--- config.mk ---
export PLATFORM = sky130hd
export DESIGN_NAME = pipeline_ctrl
export DESIGN_NICKNAME = d
export VERILOG_FILES = /design/src/rtl/pipeline_ctrl_pkg.sv /design/src/rtl/pipeline_ctrl_fwd_unit.sv /design/src/rtl/pipeline_ctrl.sv
export SDC_FILE = /design/constraint.sdc
export NUM_CORES = 1
export LEC_CHECK = 0
export CELL_PAD_IN_SITES_DETAIL_PLACEMENT = 0
export CELL_PAD_IN_SITES_GLOBAL_PLACEMENT = 2
export CORE_ASPECT_RATIO = 1.25
export CORE_MARGIN = 3
export CORE_UTILIZATION = 25
export CTS_CLUSTER_SIZE = 28
export DETAILED_ROUTE_END_ITERATION = 10
export PLACE_DENSITY_LB_ADDON = 0.1
export SLEW_MARGIN = 5
export SYNTH_ARGS = -nofsm -noshare
export SYNTH_HDL_FRONTEND = slang
export SYNTH_SLANG_ARGS = --single-unit
--- constraint.sdc ---
create_clock -name clk -period 5 [get_ports clk]
set_input_delay 0.75 -clock clk [delete_from_list [all_inputs] [get_ports clk]]
set_output_delay 0.75 -clock clk [all_outputs]
set_load 0.02 [all_outputs]
--- src/rtl/pipeline_ctrl_pkg.sv ---
// Shared types for the pipeline hazard/sequencing controller.
package pipeline_ctrl_pkg;

    localparam int CNT_W = 4;

    typedef enum logic [1:0] {
        FWD_RF = 2'd0,
        FWD_S2 = 2'd1,
        FWD_S3 = 2'd2
    } fwd_sel_e;

    typedef enum logic [1:0] {
        RUN        = 2'd0,
        MCYC       = 2'd1,
        HALT_DRAIN = 2'd2,
        HALTED     = 2'd3
    } ctrl_state_e;

endpackage

--- src/rtl/pipeline_ctrl_fwd_unit.sv ---
// Per-operand write-match and forwarding priority; purely combinational.
module fwd_unit
    import pipeline_ctrl_pkg::*;
#(
    parameter int RIDX_W = 4
) (
    input  logic              s1_valid,
    input  logic [RIDX_W-1:0] rs,
    input  logic              rs_used,
    input  logic [RIDX_W-1:0] s2_rd,
    input  logic              s2_reg_wr,
    input  logic              s2_R0_en,
    input  logic              s2_load,
    input  logic [RIDX_W-1:0] s3_rd,
    input  logic              s3_reg_wr,
    input  logic              s3_R0_en,
    output fwd_sel_e          fwd_sel,
    output logic              load_use
);

    logic active;
    logic rs_zero;
    logic match_s2;
    logic match_s3;

    assign active   = s1_valid && rs_used;
    assign rs_zero  = (rs == '0);
    // R0 also receives the upper product/remainder, so it matches on its own enable
    assign match_s2 = active && ((s2_reg_wr && (s2_rd == rs)) || (s2_R0_en && rs_zero));
    assign match_s3 = active && ((s3_reg_wr && (s3_rd == rs)) || (s3_R0_en && rs_zero));
    assign load_use = match_s2 && s2_load;

    always_comb begin
        fwd_sel = FWD_RF;
        if (match_s2 && !s2_load) begin
            fwd_sel = FWD_S2;
        end else if (match_s3) begin
            fwd_sel = FWD_S3;
        end
    end

endmodule

--- src/rtl/pipeline_ctrl.sv ---
// Hazard and sequencing controller: forwarding, load-use stall, branch flush,
// mul/div stall window and halt drain.
//   state      | meaning
//   RUN        | normal issue; stall only on load-use
//   MCYC       | mul/div executing, front end held
//   HALT_DRAIN | halt decoded, bubbling the pipe
//   HALTED     | halt_sys asserted until reset
module pipeline_ctrl
    import pipeline_ctrl_pkg::*;
#(
    parameter int RIDX_W    = 4,
    parameter int MCYC_LAT  = 4,
    parameter int DRAIN_CYC = 2
) (
    input  logic              clk,
    input  logic              rst,
    input  logic              s1_valid,
    input  logic [RIDX_W-1:0] s1_rs1,
    input  logic              s1_rs1_used,
    input  logic [RIDX_W-1:0] s1_rs2,
    input  logic              s1_rs2_used,
    input  logic              s1_mcyc,
    input  logic              s1_halt,
    input  logic [RIDX_W-1:0] s2_rd,
    input  logic              s2_reg_wr,
    input  logic              s2_R0_en,
    input  logic              s2_load,
    input  logic [RIDX_W-1:0] s3_rd,
    input  logic              s3_reg_wr,
    input  logic              s3_R0_en,
    input  logic              branch_taken,
    output logic              stall,
    output logic              flush,
    output logic [1:0]        fwd_a,
    output logic [1:0]        fwd_b,
    output logic              mcyc_busy,
    output logic              halt_sys
);

    ctrl_state_e      state, state_nxt;
    logic [CNT_W-1:0] cnt, cnt_nxt;
    fwd_sel_e         sel_a, sel_b;
    logic             lu_a, lu_b, load_use;

    fwd_unit #(.RIDX_W(RIDX_W)) u_fwd_a (
        .s1_valid (s1_valid),
        .rs       (s1_rs1),
        .rs_used  (s1_rs1_used),
        .s2_rd    (s2_rd),
        .s2_reg_wr(s2_reg_wr),
        .s2_R0_en (s2_R0_en),
        .s2_load  (s2_load),
        .s3_rd    (s3_rd),
        .s3_reg_wr(s3_reg_wr),
        .s3_R0_en (s3_R0_en),
        .fwd_sel  (sel_a),
        .load_use (lu_a)
    );

    fwd_unit #(.RIDX_W(RIDX_W)) u_fwd_b (
        .s1_valid (s1_valid),
        .rs       (s1_rs2),
        .rs_used  (s1_rs2_used),
        .s2_rd    (s2_rd),
        .s2_reg_wr(s2_reg_wr),
        .s2_R0_en (s2_R0_en),
        .s2_load  (s2_load),
        .s3_rd    (s3_rd),
        .s3_reg_wr(s3_reg_wr),
        .s3_R0_en (s3_R0_en),
        .fwd_sel  (sel_b),
        .load_use (lu_b)
    );

    assign fwd_a    = sel_a;
    assign fwd_b    = sel_b;
    assign load_use = lu_a || lu_b;

    always_ff @(posedge clk or negedge rst) begin
        if (!rst) begin
            state    <= RUN;
            cnt      <= '0;
            halt_sys <= 1'b0;
        end else begin
            state <= state_nxt;
            cnt   <= cnt_nxt;
            if (state_nxt == HALTED) begin
                halt_sys <= 1'b1;
            end
        end
    end

    always_comb begin
        state_nxt = state;
        cnt_nxt   = cnt;
        stall     = 1'b0;
        flush     = 1'b0;
        mcyc_busy = 1'b0;
        case (state)
            RUN: begin
                if (branch_taken) begin
                    // stage-1 instruction is wrong-path; do not act on it
                    flush = 1'b1;
                end else begin
                    stall = load_use;
                    flush = load_use;
                    if (s1_valid && s1_halt) begin
                        state_nxt = HALT_DRAIN;
                        cnt_nxt   = CNT_W'(DRAIN_CYC - 1);
                    end else if (s1_valid && s1_mcyc && !load_use) begin
                        state_nxt = MCYC;
                        cnt_nxt   = CNT_W'(MCYC_LAT - 2);
                    end
                end
            end
            MCYC: begin
                mcyc_busy = 1'b1;
                if (branch_taken) begin
                    flush     = 1'b1;
                    state_nxt = RUN;
                    cnt_nxt   = '0;
                end else begin
                    stall = 1'b1;
                    if (cnt == '0) begin
                        state_nxt = RUN;
                    end else begin
                        cnt_nxt = cnt - CNT_W'(1);
                    end
                end
            end
            HALT_DRAIN: begin
                flush = 1'b1;
                if (branch_taken) begin
                    state_nxt = RUN;
                    cnt_nxt   = '0;
                end else begin
                    stall = 1'b1;
                    if (cnt == '0) begin
                        state_nxt = HALTED;
                    end else begin
                        cnt_nxt = cnt - CNT_W'(1);
                    end
                end
            end
            HALTED: begin
                stall = 1'b1;
                flush = 1'b1;
            end
            default: begin
                state_nxt = RUN;
                cnt_nxt   = '0;
            end
        endcase
    end

endmodule

==> out/qor.csv, run 1 <==
stage,metric,value,unit
outcome,outcome,"complete, no violations",
routing,detailedRoute.firstPassIterationCount,4,
timing,worst_hold_slack,0.4638,ns
clock_network,cts-buffers-inserted,3,
logic_synthesis,ys_dominant_reg_cell,dfrtp_1,
logic_synthesis,synth-seq-area-share,0.1969,
global_routing,first_global_vias,967,
layout,synthToLayoutAreaGrowth,49.79,%
timing,headroom_to_the_max_slew_limit,0.6318,
timing,setup_total_negative_slack,0,ns
routing,route.vias.total,939,
global_routing,grt_max_degree,12,
logic_synthesis,post-synth-top-count-cell,xor2_1,
logic_synthesis,yosys.cell_types.count,40,
placed_design,finalWeightedCongestion,0.7852,
layout,antenna_diodes,0,
timing,setup_viol,0,
logic_synthesis,synth_top_cell_by_area,dfrtp_1,
timing,timing_worst_slew_pin_value,0.5512,ns
floorplan,core-area,3309,µm²
critical_path,critical_path_arrival,3.19,ns
critical_path,critPathRequiredTime,4.25,ns
floorplan,chipWidth,59.36,µm
floorplan,initial_utilization,0.2688,
run,max-cap-violations,0,
floorplan,rows,23,
timing,finalClockSkew,0.0006567,ns
pwr,ir_worst_vdd,0.1676,mV
critical_path,critPathMaxStageDelay,0.69,ns
logic_synthesis,synth_area_per_cell,8.161,µm²
critical_path,worst-path-max-fanout,11,
clock_network,cts.sinks,7,
layout,final_nets,183,
clock_network,hold_buffers,0,
routing,drt_via_density,5.103,
logic_synthesis,synth_commonest_cells,"xor2_1 (11), a21oi_1 (7), dfrtp_1 (7), nor2_1 (7), o21ai_0 (7)",
critical_path,worstPathCellList,clkdlybuf4s50_1 > nand2_1 > nor3b_1 > a21oi_1 > a21boi_1 > mux2i_1 > o22ai_1 > clkdlybuf4s50_1,
logic_synthesis,synthCells,109,
clock_network,cts_resized,0,
logic_synthesis,synth-edff-count,0,
logic_synthesis,syn-cell-area,889.6,µm²
global_routing,number_of_antenna_violations_at_the_first_check_in_global_routing,0,
clock_network,clock_tree.root_cell,clkbuf_8,
layout,post_route_cells_drive_above_1_share,0.06122,
clock_network,cts.path.max_buffers,2,
critical_path,cpMostUsedCell,clkdlybuf4s50_1,
clock_network,clk-insertion-delay-late,0.22,ns
logic_synthesis,synthesized_flop_and_latch_total,7,
timing,timing.final.crit_share,0.7873,
clock_network,cts_tree,built,
clock_network,clock_pin_slew_of_the_registers_on_the_worst_case_setup_and_hold_paths,0.04,ns
global_routing,global_route_wire_length_before_repair,4.098,mm
timing,grt_setup_unrepaired,no,
routing,drc,0,
pwr,power.density_cell_area,370.8,nW/µm²
timing,timing.final.max_slew_violations,0,
floorplan,die-height,72.70,µm
routing,routed_wire_length_per_instance,13.77,µm
floorplan,io-pin-count,37,
timing,max_freq,254.0,MHz
critical_path,ws_path_type,in2out,
routing,initialDrtViolationCount,16,
timing,hold_violations,0,
routing,drt-total-wl,2.533,mm
logic_synthesis,biggest_area_contributors_in_the_synthesized_netlist,"dfrtp_1 (20%), xor2_1 (11%), ha_1 (8.4%)",
logic_synthesis,mappedNetlistNets,144,
pwr,power.leakage,0.5016,nW
logic_synthesis,synth_async_sr_flop_share,1.000,
critical_path,setup.worst_path.start_class,input port,
logic_synthesis,synth_warnings,0,
logic_synthesis,post-synth-top-area-fraction,0.1969,
global_routing,grt_util_all_layers,0.1230,
placed_design,place.port_buffers,36,
critical_path,slowest_stage,clkdlybuf4s50_1,
floorplan,dieArea,4315,µm²
routing,postRouteAntennaNets,0,
hold_path,min_path_type,reg2reg,
global_routing,grt_overflow_total,0,
placed_design,dp_hpwl,2.238,mm
critical_path,worst_setup_path_end_kind,primary output,
clock_network,htree_levels,1,
clock_network,cts_setup_buffers,0,
timing,finalCriticalPeriod,3.937,ns
==> worst max-delay path: cells and delay by family <==
kind	cells	cell delay, ns
compound gates	3	0.59
buf+inv	2	1.31
mux	1	0.13
simple gates	2	0.41
==> metrics by stage <==
| stage | cell area [µm²] | std cells | setup WS (ns) | total power [mW] | util |
|---|---|---|---|---|---|
| global placement | 1287 | 180 | 1.044 | 0.4233 | 0.3890 |
| global route | 1333 | 184 | 0.8302 | 0.5371 | 0.4026 |
| CTS | 1333 | 184 | 1.047 | 0.5009 | 0.4026 |
| detailed placement | 1287 | 180 | 1.053 | 0.4215 | 0.3890 |
| floorplan | 889.6 | 109 | 2.231 | 0.3105 | - |
| finish | 1333 | 184 | 1.063 | 0.4940 | 0.4026 |
==> cells in the final DEF (no fill, tap or decap), types with 2 or more instances in the layout <==
| cell type | instances |
|---|---|
| clkdlybuf4s50_1 | 36 |
| xor2_1 | 11 |
| a21oi_1 | 7 |
| nor2_1 | 7 |
| o21ai_0 | 7 |
| dfrtp_1 | 7 |
| inv_1 | 6 |
| nand2_1 | 6 |
| ha_1 | 6 |
| xnor2_1 | 5 |
| nor3_1 | 5 |
| nand3_1 | 4 |
| and4_1 | 3 |
| nand3b_1 | 3 |
| clkbuf_8 | 3 |
| nor4_2 | 2 |
| nand4_1 | 2 |
| nor3b_1 | 2 |
| a32oi_1 | 2 |
| o31ai_1 | 2 |
==> cell families after synthesis <==
family / count (synthesis) / synth area share
AND/OR/NAND/NOR: 40 / 0.2715
XOR/XNOR: 16 / 0.1575
multiplexers: 1 / 0.01125
flip-flops: 7 / 0.1969
adder cells (fa/ha/maj): 6 / 0.08439
AO/OA/AOI/OAI: 31 / 0.2433
buffers and inverters: 8 / 0.03515
==> where the power goes <==
part           total, mW  switching [mW]  internal, mW
Sequential         0.103          0.0234        0.0800
Clock             0.0753          0.0205        0.0548
Combinational      0.315           0.170         0.146
==> path summary, 6_finish.rpt <==
| kind | startpoint | end | cells after the start | slack [ns] |
|---|---|---|---|---|
| max | s1_valid | stall | 8 | 1.06 |
| min | halt_sys | halt_sys | 1 | 0.46 |
| max reg2reg | cnt[0] | halt_sys | 8 | 2.90 |
| min reg2reg | halt_sys | halt_sys | 1 | 0.46 |
| max in group asynchronous | rst | state[0] | 1 | 3.99 |
| min in group asynchronous | rst | cnt[3] | 1 | 0.78 |
==> routing by layer <==
layer,routed length [µm],GRT usage,part of all wire
met3,149,0.01239,0.059
met4,22,0.06297,0.0087
met2,1424,0.2382,0.56
met1,937,0.1241,0.37
met5,0,0,0
==> state kept, by name (all words and copies together), names as in the netlist <==
| signal | count |
|---|---|
| state | 2 |
| halt_sys | 1 |
| cnt | 4 |
==> cell type report <==
class / count / area (µm²)
Clock buffer: 4 / 45.04
Fill cell: 346 / 1977
Inverter: 6 / 22.52
Multi-Input combinational cell: 94 / 683.2
Sequential cell: 7 / 175.2
Tap cell: 37 / 46.29
Timing Repair Buffer: 36 / 360.3
(Power assumes the default switching activity.)
==> inputs of run 2 (changes only) <==
--- a/config.mk
+++ b/config.mk
@@ -9,7 +9,7 @@
 export CELL_PAD_IN_SITES_GLOBAL_PLACEMENT = 2
 export CORE_ASPECT_RATIO = 1.25
 export CORE_MARGIN = 3
-export CORE_UTILIZATION = 25
+export CORE_UTILIZATION = 23
 export CTS_CLUSTER_SIZE = 28
 export DETAILED_ROUTE_END_ITERATION = 10
 export PLACE_DENSITY_LB_ADDON = 0.1
==> constraint.sdc (replaced) <==
create_clock -name clk -period 4.07 [get_ports clk]
set_input_delay 0.6105 -clock clk [delete_from_list [all_inputs] [get_ports clk]]
set_output_delay 0.6105 -clock clk [all_outputs]
set_load 0.02 [all_outputs]
==> run 2 against run 1 <==
Register-to-register slack lost 0.99 ns. Sequential power up 24%. Hold slack improved by 0.0017 ns. Clock skew grew 0.0017 ns. Design area is 0.75% higher. Final cell count increased by 1.6%. Critical path depth unchanged. Total power increased by 25%. Die area grew 7.9%. Count of clock-buffer cells in the layout is the same.
==> out/qor.csv, run 2 (synthesized netlist as in run 1, its figures left out) <==
stage,metric,value,unit,change
clock_network,hold_buffers,0,,unchanged
floorplan,io-pin-count,37,,unchanged
global_routing,grt_max_degree,10,,-2
critical_path,worst_setup_path_end_kind,primary output,,
layout,post_route_cells_drive_above_1_share,0.06757,,+0.006343
layout,antenna_diodes,0,,unchanged
critical_path,setup.worst_path.start_class,input port,,
routing,routed_wire_length_per_instance,13.71,µm,-0.40%
timing,hold_violations,0,,unchanged
pwr,power.density_cell_area,460.4,nW/µm²,+24%
global_routing,global_route_wire_length_before_repair,4.195,mm,+2.4%
timing,timing.final.crit_share,0.8922,,
timing,setup_total_negative_slack,0,ns,unchanged
layout,largest_register_ffs,4,,unchanged
hold_path,min_path_type,reg2reg,,
timing,setup_viol,0,,unchanged
critical_path,ws_path_type,in2out,,
placed_design,place.port_buffers,36,,unchanged
layout,synthToLayoutAreaGrowth,50.91,%,
layout,largest_register,cnt,,
placed_design,dpl_worst_slack,0.4477,ns,-0.6054 ns
clock_network,clock_pin_slew_of_the_registers_on_the_worst_case_setup_and_hold_paths,0.04,ns,about the same
layout,layout.cells.most_common,clkdlybuf4s50_1,,
routing,initialDrtViolationCount,24,,+8
pwr,power.leakage,0.5064,nW,+0.96%
layout,largest_registers,"cnt x4, state x2, halt_sys x1",,
placed_design,post_dp_cell_area,1297,µm²,+0.78%
global_routing,grt_overflow_total,0,,unchanged
clock_network,cts.sinks,7,,unchanged
floorplan,chipWidth,61.63,µm,+3.8%
clock_network,cts_tree,built,,
critical_path,critPathRequiredTime,3.46,ns,-0.79 ns
timing,headroom_to_the_max_slew_limit,0.6374,,+0.005663
global_routing,first_global_vias,924,,-4.4%
timing,max_freq,275.4,MHz,
layout,post_route_non_filler_standard_cell_count,187,,+1.6%
timing,final_setup_slack_of_the_worst_path,0.4386,ns,-0.6249 ns
timing,timing_worst_slew_pin_value,0.5427,ns,-0.008476 ns
clock_network,cts.path.max_buffers,2,,unchanged
clock_network,htree_levels,1,,unchanged
clock_network,cts_setup_buffers,0,,unchanged
routing,route.vias.total,950,,+1.2%
critical_path,worst-path-max-fanout,4,,-7
routing,drt_via_density,5.080,,-0.45%
routing,drt-total-wl,2.564,mm,+1.2%
clock_network,clock_tree.root_cell,clkbuf_8,,
placed_design,placedCellCount,183,,+1.7%
layout,stdcell_area,1343,µm²,+0.75%
floorplan,rows,24,,+4.3%
global_routing,number_of_antenna_violations_at_the_first_check_in_global_routing,0,,unchanged
clock_network,cts-buffers-inserted,3,,unchanged
critical_path,critical_path_arrival,3.02,ns,-0.17 ns
global_routing,grt_util_all_layers,0.1194,,-0.003595
placed_design,finalWeightedCongestion,0.7857,,about the same
floorplan,die-height,75.54,µm,+3.9%
timing,finalCriticalPeriod,3.631,ns,
run,max-cap-violations,0,,unchanged
layout,leading_cell_types_in_the_layout_fill_and_taps_excluded,"clkdlybuf4s50_1 (36), xor2_1 (11)",,
clock_network,cts_resized,0,,unchanged
layout,final_nets,184,,+0.55%
outcome,outcome,"complete, no violations",,
layout,layout.core_utilization,0.3726,,-0.03008
floorplan,initial_utilization,0.2469,,-0.02193
floorplan,dieArea,4655,µm²,+7.9%
pwr,ir_worst_vdd,0.1249,mV,-25%
clock_network,clk-insertion-delay-late,0.23,ns,about the same
timing,grt_setup_unrepaired,no,,
timing,timing.final.max_slew_violations,0,,unchanged
floorplan,core-area,3603,µm²,+8.9%
placed_design,dp_hpwl,2.241,mm,+0.10%
timing,finalClockSkew,0.002390,ns,+0.001733 ns
routing,drc,0,,unchanged
routing,postRouteAntennaNets,0,,unchanged
routing,detailedRoute.firstPassIterationCount,4,,unchanged
-- run 2: cell count changes in the layout (fill, tap and decap cells not counted), sizes merged --
| cell | change |
|---|---|
| buf | +1 |
-- run 2: through the flow --
stage               hold slack [ns]  total power [mW]
finish                       0.4655            0.6181
global route                 0.4977            0.6787
CTS                          0.4683            0.6264
detailed placement           0.4557            0.5201
global placement             0.4425            0.5252
floorplan                    0.3149            0.3814
-- run 2: worst paths after layout --
| check | end | start | cells after the start | slack (ns) |
|---|---|---|---|---|
| setup / recovery | stall | s1_rs1[0] | 8 | 0.44 |
| hold / removal | halt_sys | halt_sys | 1 | 0.47 |
| setup reg to reg | halt_sys | cnt[0] | 8 | 1.91 |
| hold reg to reg | halt_sys | halt_sys | 1 | 0.47 |
| max in group asynchronous | cnt[3] | rst | 1 | 3.19 |
| min in group asynchronous | cnt[2] | rst | 1 | 0.64 |
-- run 2: worst max-delay path, cell delays in order --
cell and delay (ns):
clkdlybuf4s50_1 0.48, nor4_2 0.35, and4_1 0.26, a21oi_1 0.07, a21boi_1 0.33, mux2i_1 0.14, o22ai_1 0.15, clkdlybuf4s50_1 0.63
-- run 2: metal layers --
metal  vias to the layer above  track usage  share of wire
li1                        485            -              -
met3                         2      0.03051          0.062
met5                         -            0              0
met4                         0      0.04245         0.0086
met2                        30       0.2026           0.50
met1                       433       0.1434           0.43
-- run 2: final cells by class --
cell class	count	area (µm²)
Sequential cell	7	175.2
Inverter	6	22.52
Timing Repair Buffer	37	367.9
Fill cell	392	2261
Clock buffer	4	45.04
Multi-Input combinational cell	94	683.2
Tap cell	39	48.80
-- run 2: where the power goes --
group / switching [mW] / leakage (nW) / internal, mW
sequential: 0.0297 / 0.0880 / 0.0981
clock: 0.0332 / 0.0228 / 0.0680
combinational: 0.210 / 0.396 / 0.180
total: 0.272 / 0.506 / 0.346
